File: src/rtl/alu_arb_pkg.sv
// alu_arb_pkg: shared opcodes, FSM state type and datapath widths for the ALU arbiter.
package alu_arb_pkg;

   localparam int ALU_W = 32;
   localparam int IMM_W = 17;

   localparam logic [2:0] ADD = 3'd0;
   localparam logic [2:0] SUB = 3'd1;
   localparam logic [2:0] AND = 3'd2;
   localparam logic [2:0] OR  = 3'd3;
   localparam logic [2:0] NOR = 3'd4;
   localparam logic [2:0] SLL = 3'd5;
   localparam logic [2:0] SRL = 3'd6;
   localparam logic [2:0] SRA = 3'd7;

   typedef enum logic [1:0] {
      IDLE = 2'd0,
      EXEC = 2'd1,
      RESP = 2'd2
   } state_t;

endpackage

File: src/rtl/alu_rr_pick.sv
// alu_rr_pick: combinational round-robin picker, first valid index at or after i_ptr with wrap.
//   i_valid [NREQ]  candidate vector
//   i_ptr   [ID_W]  index with highest priority this round
//   o_gnt   [NREQ]  one-hot grant (all zero when nothing is valid)
//   o_idx   [ID_W]  index of the granted bit (0 when nothing is valid)
module alu_rr_pick #(
   parameter int NREQ = 2,
   parameter int ID_W = 1
) (
   input  logic [NREQ-1:0] i_valid,
   input  logic [ID_W-1:0] i_ptr,
   output logic [NREQ-1:0] o_gnt,
   output logic [ID_W-1:0] o_idx
);

   logic w_found;

   // First pass covers indices from ptr upward; second pass covers the wrap to
   // indices below ptr (anything at or above ptr would already have been found).
   always_comb begin
      o_gnt   = '0;
      o_idx   = '0;
      w_found = 1'b0;
      for (int i = 0; i < NREQ; i++) begin
         if (!w_found && i >= int'(i_ptr) && i_valid[i]) begin
            w_found  = 1'b1;
            o_gnt[i] = 1'b1;
            o_idx    = ID_W'(i);
         end
      end
      for (int i = 0; i < NREQ; i++) begin
         if (!w_found && i_valid[i]) begin
            w_found  = 1'b1;
            o_gnt[i] = 1'b1;
            o_idx    = ID_W'(i);
         end
      end
   end

endmodule

File: src/rtl/alu_arbiter.sv
// alu_arbiter: round-robin sharing of one combinational ALU between NREQ requesters.
//   i_clk, i_rst_n          clock, asynchronous active-low reset
//   i_req_valid/o_req_ready per-requester operation handshake (ready one-hot, IDLE only)
//   i_req_op/_immd_sel/_reg1/_reg2/_immd  packed per-requester payload, requester i at slice i
//   o_alu_op/_immd_sel/_reg1/_reg2/_immd  registered ALU input drive
//   i_alu_data_out          ALU result, captured during EXEC
//   o_rsp_valid/i_rsp_ready one-hot response handshake for the granted requester
//   o_rsp_data              registered result
//   o_busy                  high whenever the FSM is not IDLE
// Option: define ALU_ARB_PRIO_EN to give requester 0 strict priority, others round-robin.
module alu_arbiter
   import alu_arb_pkg::*;
#(
   parameter int NREQ = 2,
   parameter int ID_W = 1
) (
   input  logic                  i_clk,
   input  logic                  i_rst_n,
   input  logic [NREQ-1:0]       i_req_valid,
   output logic [NREQ-1:0]       o_req_ready,
   input  logic [3*NREQ-1:0]     i_req_op,
   input  logic [NREQ-1:0]       i_req_immd_sel,
   input  logic [ALU_W*NREQ-1:0] i_req_reg1,
   input  logic [ALU_W*NREQ-1:0] i_req_reg2,
   input  logic [IMM_W*NREQ-1:0] i_req_immd,
   output logic [2:0]            o_alu_op,
   output logic                  o_alu_immd_sel,
   output logic [ALU_W-1:0]      o_alu_reg1,
   output logic [ALU_W-1:0]      o_alu_reg2,
   output logic [IMM_W-1:0]      o_alu_immd,
   input  logic [ALU_W-1:0]      i_alu_data_out,
   output logic [NREQ-1:0]       o_rsp_valid,
   output logic [ALU_W-1:0]      o_rsp_data,
   input  logic [NREQ-1:0]       i_rsp_ready,
   output logic                  o_busy
);

   state_t            r_state;
   state_t            w_state_nxt;
   logic [ID_W-1:0]   r_ptr;
   logic [ID_W-1:0]   r_gnt_id;
   logic [2:0]        r_alu_op;
   logic              r_alu_immd_sel;
   logic [ALU_W-1:0]  r_alu_reg1;
   logic [ALU_W-1:0]  r_alu_reg2;
   logic [IMM_W-1:0]  r_alu_immd;
   logic [ALU_W-1:0]  r_rsp_data;

   logic [NREQ-1:0]   w_pick_valid;
   logic [NREQ-1:0]   w_rr_gnt;
   logic [ID_W-1:0]   w_rr_idx;
   logic [NREQ-1:0]   w_gnt;
   logic [ID_W-1:0]   w_idx;
   logic [ID_W-1:0]   w_ptr_nxt;
   logic              w_accept;
   logic              w_rsp_hs;
   logic [2:0]        w_op;
   logic              w_sel;
   logic [ALU_W-1:0]  w_reg1;
   logic [ALU_W-1:0]  w_reg2;
   logic [IMM_W-1:0]  w_immd;

   alu_rr_pick #(
      .NREQ (NREQ),
      .ID_W (ID_W)
   ) u_pick (
      .i_valid (w_pick_valid),
      .i_ptr   (r_ptr),
      .o_gnt   (w_rr_gnt),
      .o_idx   (w_rr_idx)
   );

`ifdef ALU_ARB_PRIO_EN
   // Requester 0 bypasses the ring; the ring only ever sees indices 1..NREQ-1.
   assign w_pick_valid = i_req_valid & ~NREQ'(1);
   assign w_gnt        = i_req_valid[0] ? NREQ'(1) : w_rr_gnt;
   assign w_idx        = i_req_valid[0] ? '0 : w_rr_idx;
   // A priority grant leaves the ring position alone; the ring wraps to 1, not 0.
   assign w_ptr_nxt    = (r_gnt_id == '0)              ? r_ptr    :
                         (r_gnt_id == ID_W'(NREQ - 1)) ? ID_W'(1) :
                                                         r_gnt_id + 1'b1;
`else
   assign w_pick_valid = i_req_valid;
   assign w_gnt        = w_rr_gnt;
   assign w_idx        = w_rr_idx;
   assign w_ptr_nxt    = (r_gnt_id == ID_W'(NREQ - 1)) ? '0 : r_gnt_id + 1'b1;
`endif

   // Winner payload mux; only meaningful when w_gnt is non-zero.
   always_comb begin
      w_op   = ADD;
      w_sel  = 1'b0;
      w_reg1 = '0;
      w_reg2 = '0;
      w_immd = '0;
      for (int i = 0; i < NREQ; i++) begin
         if (w_gnt[i]) begin
            w_op   = i_req_op[3*i +: 3];
            w_sel  = i_req_immd_sel[i];
            w_reg1 = i_req_reg1[ALU_W*i +: ALU_W];
            w_reg2 = i_req_reg2[ALU_W*i +: ALU_W];
            w_immd = i_req_immd[IMM_W*i +: IMM_W];
         end
      end
   end

   // Next state and handshake outputs. Ready is gated by reset so nothing is
   // offered while the block is held in reset.
   always_comb begin
      w_state_nxt = r_state;
      o_req_ready = '0;
      o_rsp_valid = '0;
      o_busy      = (r_state != IDLE);
      w_accept    = 1'b0;
      w_rsp_hs    = 1'b0;
      for (int i = 0; i < NREQ; i++) begin
         o_rsp_valid[i] = (r_state == RESP) && (r_gnt_id == ID_W'(i));
      end
      case (r_state)
         IDLE: begin
            o_req_ready = i_rst_n ? w_gnt : '0;
            w_accept    = |o_req_ready;
            w_state_nxt = w_accept ? EXEC : IDLE;
         end
         EXEC: w_state_nxt = RESP;
         RESP: begin
            w_rsp_hs    = |(o_rsp_valid & i_rsp_ready);
            w_state_nxt = w_rsp_hs ? IDLE : RESP;
         end
         default: w_state_nxt = IDLE;
      endcase
   end

   always_ff @(posedge i_clk or negedge i_rst_n) begin
      if (!i_rst_n) begin
         r_state        <= IDLE;
         r_ptr          <= '0;
         r_gnt_id       <= '0;
         r_alu_op       <= ADD;
         r_alu_immd_sel <= 1'b0;
         r_alu_reg1     <= '0;
         r_alu_reg2     <= '0;
         r_alu_immd     <= '0;
         r_rsp_data     <= '0;
      end else begin
         r_state <= w_state_nxt;
         if (w_accept) begin
            r_gnt_id       <= w_idx;
            r_alu_op       <= w_op;
            r_alu_immd_sel <= w_sel;
            r_alu_reg1     <= w_reg1;
            r_alu_reg2     <= w_reg2;
            r_alu_immd     <= w_immd;
         end
         if (r_state == EXEC) r_rsp_data <= i_alu_data_out;
         if (w_rsp_hs) r_ptr <= w_ptr_nxt;
      end
   end

   assign o_alu_op       = r_alu_op;
   assign o_alu_immd_sel = r_alu_immd_sel;
   assign o_alu_reg1     = r_alu_reg1;
   assign o_alu_reg2     = r_alu_reg2;
   assign o_alu_immd     = r_alu_immd;
   assign o_rsp_data     = r_rsp_data;

endmodule

File: config.mk
export PLATFORM = sky130hd
export DESIGN_NAME = alu_arbiter
export DESIGN_NICKNAME = d
export VERILOG_FILES = /design/src/rtl/alu_arb_pkg.sv /design/src/rtl/alu_rr_pick.sv /design/src/rtl/alu_arbiter.sv
export SDC_FILE = /design/constraint.sdc
export NUM_CORES = 1
export LEC_CHECK = 0
export ABC_AREA = 1
export CAP_MARGIN = 30
export CORE_AREA = 2 2 133 135
export DETAILED_ROUTE_END_ITERATION = 16
export DIE_AREA = 0 0 135 137
export PLACE_DENSITY = 0.78
export SETUP_SLACK_MARGIN = 0.05
export SLEW_MARGIN = 20
export SYNTH_ARGS = -nofsm -noshare
export SYNTH_HDL_FRONTEND = slang
export SYNTH_HIERARCHICAL = 1
export SYNTH_SLANG_ARGS = --single-unit
File: constraint.sdc
create_clock -name i_clk -period 2.79 [get_ports i_clk]
set_input_delay 0.837 -clock i_clk [delete_from_list [all_inputs] [get_ports i_clk]]
set_output_delay 0.837 -clock i_clk [all_outputs]
set_load 0.05 [all_outputs]
==> results.md <==
- Run status: complete, no violations
- Cell leakage power: 5.060 nW
- Fraction of layout cells with a size suffix above 1: 6.480%
- Cell-internal power: 6.358 mW
- Part of the power in the clock network: 20.0%
- Classification of the worst-slack hold path: primary input to async pin
- Count of input and output buffers: 329
- Slew HR: 42.06%
- ANT nets after route: 0
- Clock transition at the registers of the reported paths: 60 ps
- Max Clock Skew: 6.669 ps
- Max-cap viol count: 0
- Sequential cell fraction of total power: 24.5%
- Number of filler cells placed in the layout: 1515
- Post-Synthesis Cell Area: 5914 µm²
- Actual slew at the worst max-slew pin: 869.0 ps
- Synthesized area per cell: 7.248 µm²
- Maximum root-to-sink buffer count: 2
- Die Y-Extent: 137 µm
- Number of antenna violations at the first check in global routing: 0
- Clock tree from TritonCTS: built
- Count of boundary I/O pins: 330
- DR DRC count: 0
- Die Width: 135 µm
- Final setup fails: 0
- Vias in the first global route: 6365
- Critical Path RT: 1950 ps
- Period utilisation layout: 91.97%
- DRC violation total after the first TritonRoute iteration: 375
- Worst Setup End Kind: primary output
- Global route total overflow: 0
- Via-to-Cell Ratio: 4.711
- Area inside the core boundary: 17060 µm²
- Routed wire length: 20590 µm
- Detailed placer's ending HPWL: 14510 µm
- Final hold slack: 465.3 ps
- Total number of vias: 6440
- Arrival time of data at the critical path endpoint: 1730 ps
- Tmin final: 2566 ps
- Cts bufs inserted: 17
- Final hold viol count: 0
- Synthesized net count: 1024
- Warnings, synthesis: 6
- Top library cells by usage in the layout, fill and taps aside: nand2_1, clkdlybuf4s50_1, dfrtp_1
- Antenna Diode Count: 0
- Total count of max-transition violations in the final report: 0
- GRT Util Overall: 22.31%
- Commonest non-fill, non-tap cell in the layout: nand2_1
- Sw power: 5.826 mW
- Number of library cell types mapped by synthesis: 15
- Total number of clock tree sinks: 121
- Effective utilization at floorplan: 34.68%
- Setup TNS: 0 ps
- Flip-flop and latch count after synthesis: 121
- Area growth syn-to-layout: 71.48%
- Placement-stage worst setup slack: -93.66 ps
- Minimum setup slack in the final design: 223.9 ps
- Wire length of the first global-routing pass: 32060 µm
- Final core occ: 59.46%
- Post-synthesis instance total: 816
- Count of TritonRoute iterations in the first routing pass: 5
- Net switching fraction of the power: 47.81%
- Gp weighted congestion: 0.8027
- Largest net degree at the start of global routing: 68
- Critical-path maximum fanout: 3
- Layout net count: 1337
- Sequential area share after synthesis: 51.20%
- Htree depth: 4
- Startpoint kind of the worst setup timing path: primary input
- Setup repair after global routing missed its margin: no
- Area of the die: 18500 µm²
- VDD IR max: 0.6387 mV
- Fmax: 389.7 MHz
- Crit path kind: primary input to primary output
- Row count: 48
- Post-layout power: 12.18 mW
- Part of the power in combinational logic: 55.5%
- Routed len/inst: 15.06 µm
- Pwr per Cell Area: 1201 nW/µm²
- Root buffer selected by CTS: clkbuf_16
- Clock latency on the worst-skew pair: 410 ps
-- registers in the layout (all words and copies together) (netlist names) --
| register | count |
|---|---|
| o_alu_immd | 17 |
| o_alu_reg2 | 32 |
| o_alu_op | 3 |
| r_gnt_id | 1 |
| o_alu_reg1 | 32 |
| o_rsp_data | 32 |
| r_ptr | 1 |
| o_alu_immd_sel | 1 |
| r_state | 2 |
-- synth_stat cells --
cell type,count,area share (%)
nand3_1,117,9.9
clkbuf_1,22,1.4
buf_2,24,2.0
nor2_1,4,0.25
nand2_1,503,32
nand4_1,1,0.11
a21oi_4,1,0.28
nand2_4,1,0.19
dfrtp_1,121,51
inv_1,4,0.25
inv_2,3,0.19
a21boi_2,1,0.19
buf_6,9,1.7
buf_1,2,0.13
a21oi_1,3,0.25
-- final timing paths --
| kind | start | to | slack (ps) | depth (start not counted) |
|---|---|---|---|---|
| worst max-delay path | i_req_valid[0] | o_req_ready[0] | 220 | 5 |
| worst min-delay path | i_rst_n | o_alu_reg2[23]$_DFFE_PN0P_ | 470 | 2 |
| worst max register to register | r_ptr$_DFFE_PN0P_ | o_alu_reg1[22]$_DFFE_PN0P_ | 780 | 8 |
| worst min register to register | o_rsp_data[3]$_DFFE_PN0P_ | o_rsp_data[3]$_DFFE_PN0P_ | 470 | 2 |
| max in group asynchronous | i_rst_n | o_alu_immd[15]$_DFFE_PN0P_ | 1150 | 3 |
| min in group i_clk | o_rsp_data[3]$_DFFE_PN0P_ | o_rsp_data[3]$_DFFE_PN0P_ | 470 | 2 |
-- power by group through the flow --
| stage | registers (mW) | clock network (mW) | logic, mW |
|---|---|---|---|
| global route | 3.08 | 2.58 | 7.15 |
| CTS | 2.99 | 2.49 | 6.79 |
| finish | 2.99 | 2.43 | 6.76 |
| global placement | 2.97 | 0 | 6.69 |
| floorplan | 5.65 | 0 | 1.58 |
| detailed placement | 3.00 | 0 | 6.76 |
-- per-stage QoR --
stage / cell area, µm² / cells
detailed placement: 9457 / 1334
finish: 10140 / 1367
global route: 10140 / 1367
floorplan: 5917 / 816
CTS: 10130 / 1366
global placement: 9457 / 1334
-- worst max-delay path: stages --
cell,delay (ps)
dlygate4sd2_1,300
a21boi_4,220
nand2_2,90
nor2_4,130
buf_12,140
-- kinds of logic after synthesis --
group / after synthesis / share of synthesized area, %
AOI/OAI and AO/OA: 5 / 0.7193
buffers and inverters: 64 / 5.712
and+or+nand+nor: 626 / 42.37
DFF: 121 / 51.20
-- metal layers --
metal / global-route usage (%) / vias up / wire, µm
li1: - / 3167 / -
met1: 25.15 / 2970 / 7989
met2: 39.28 / 264 / 10260
met3: 7.444 / 39 / 1813
met4: 8.391 / 0 / 525
met5: 0 / - / 0
-- repair_timing --
action,4_1_cts,5_1_grt
hold buffers,0,0
setup buffers,0,1
endpoints found under the setup margin,2,2
pin swaps,2,4
gates resized for setup,5,3
gates cloned,0,0
-- area by class of cell --
| type | instances | area (µm²) | area share [%] |
|---|---|---|---|
| Tap cell | 225 | 281.5 | 2.776 |
| Inverter | 7 | 26.28 | 0.2591 |
| Sequential cell | 121 | 3028 | 29.85 |
| Clock buffer | 18 | 439.2 | 4.330 |
| Clock inverter | 14 | 220.2 | 2.171 |
| Timing Repair Buffer | 351 | 3557 | 35.07 |
| Multi-Input combinational cell | 631 | 2590 | 25.54 |
No activity file was read; power rests on OpenSTA's default activity.
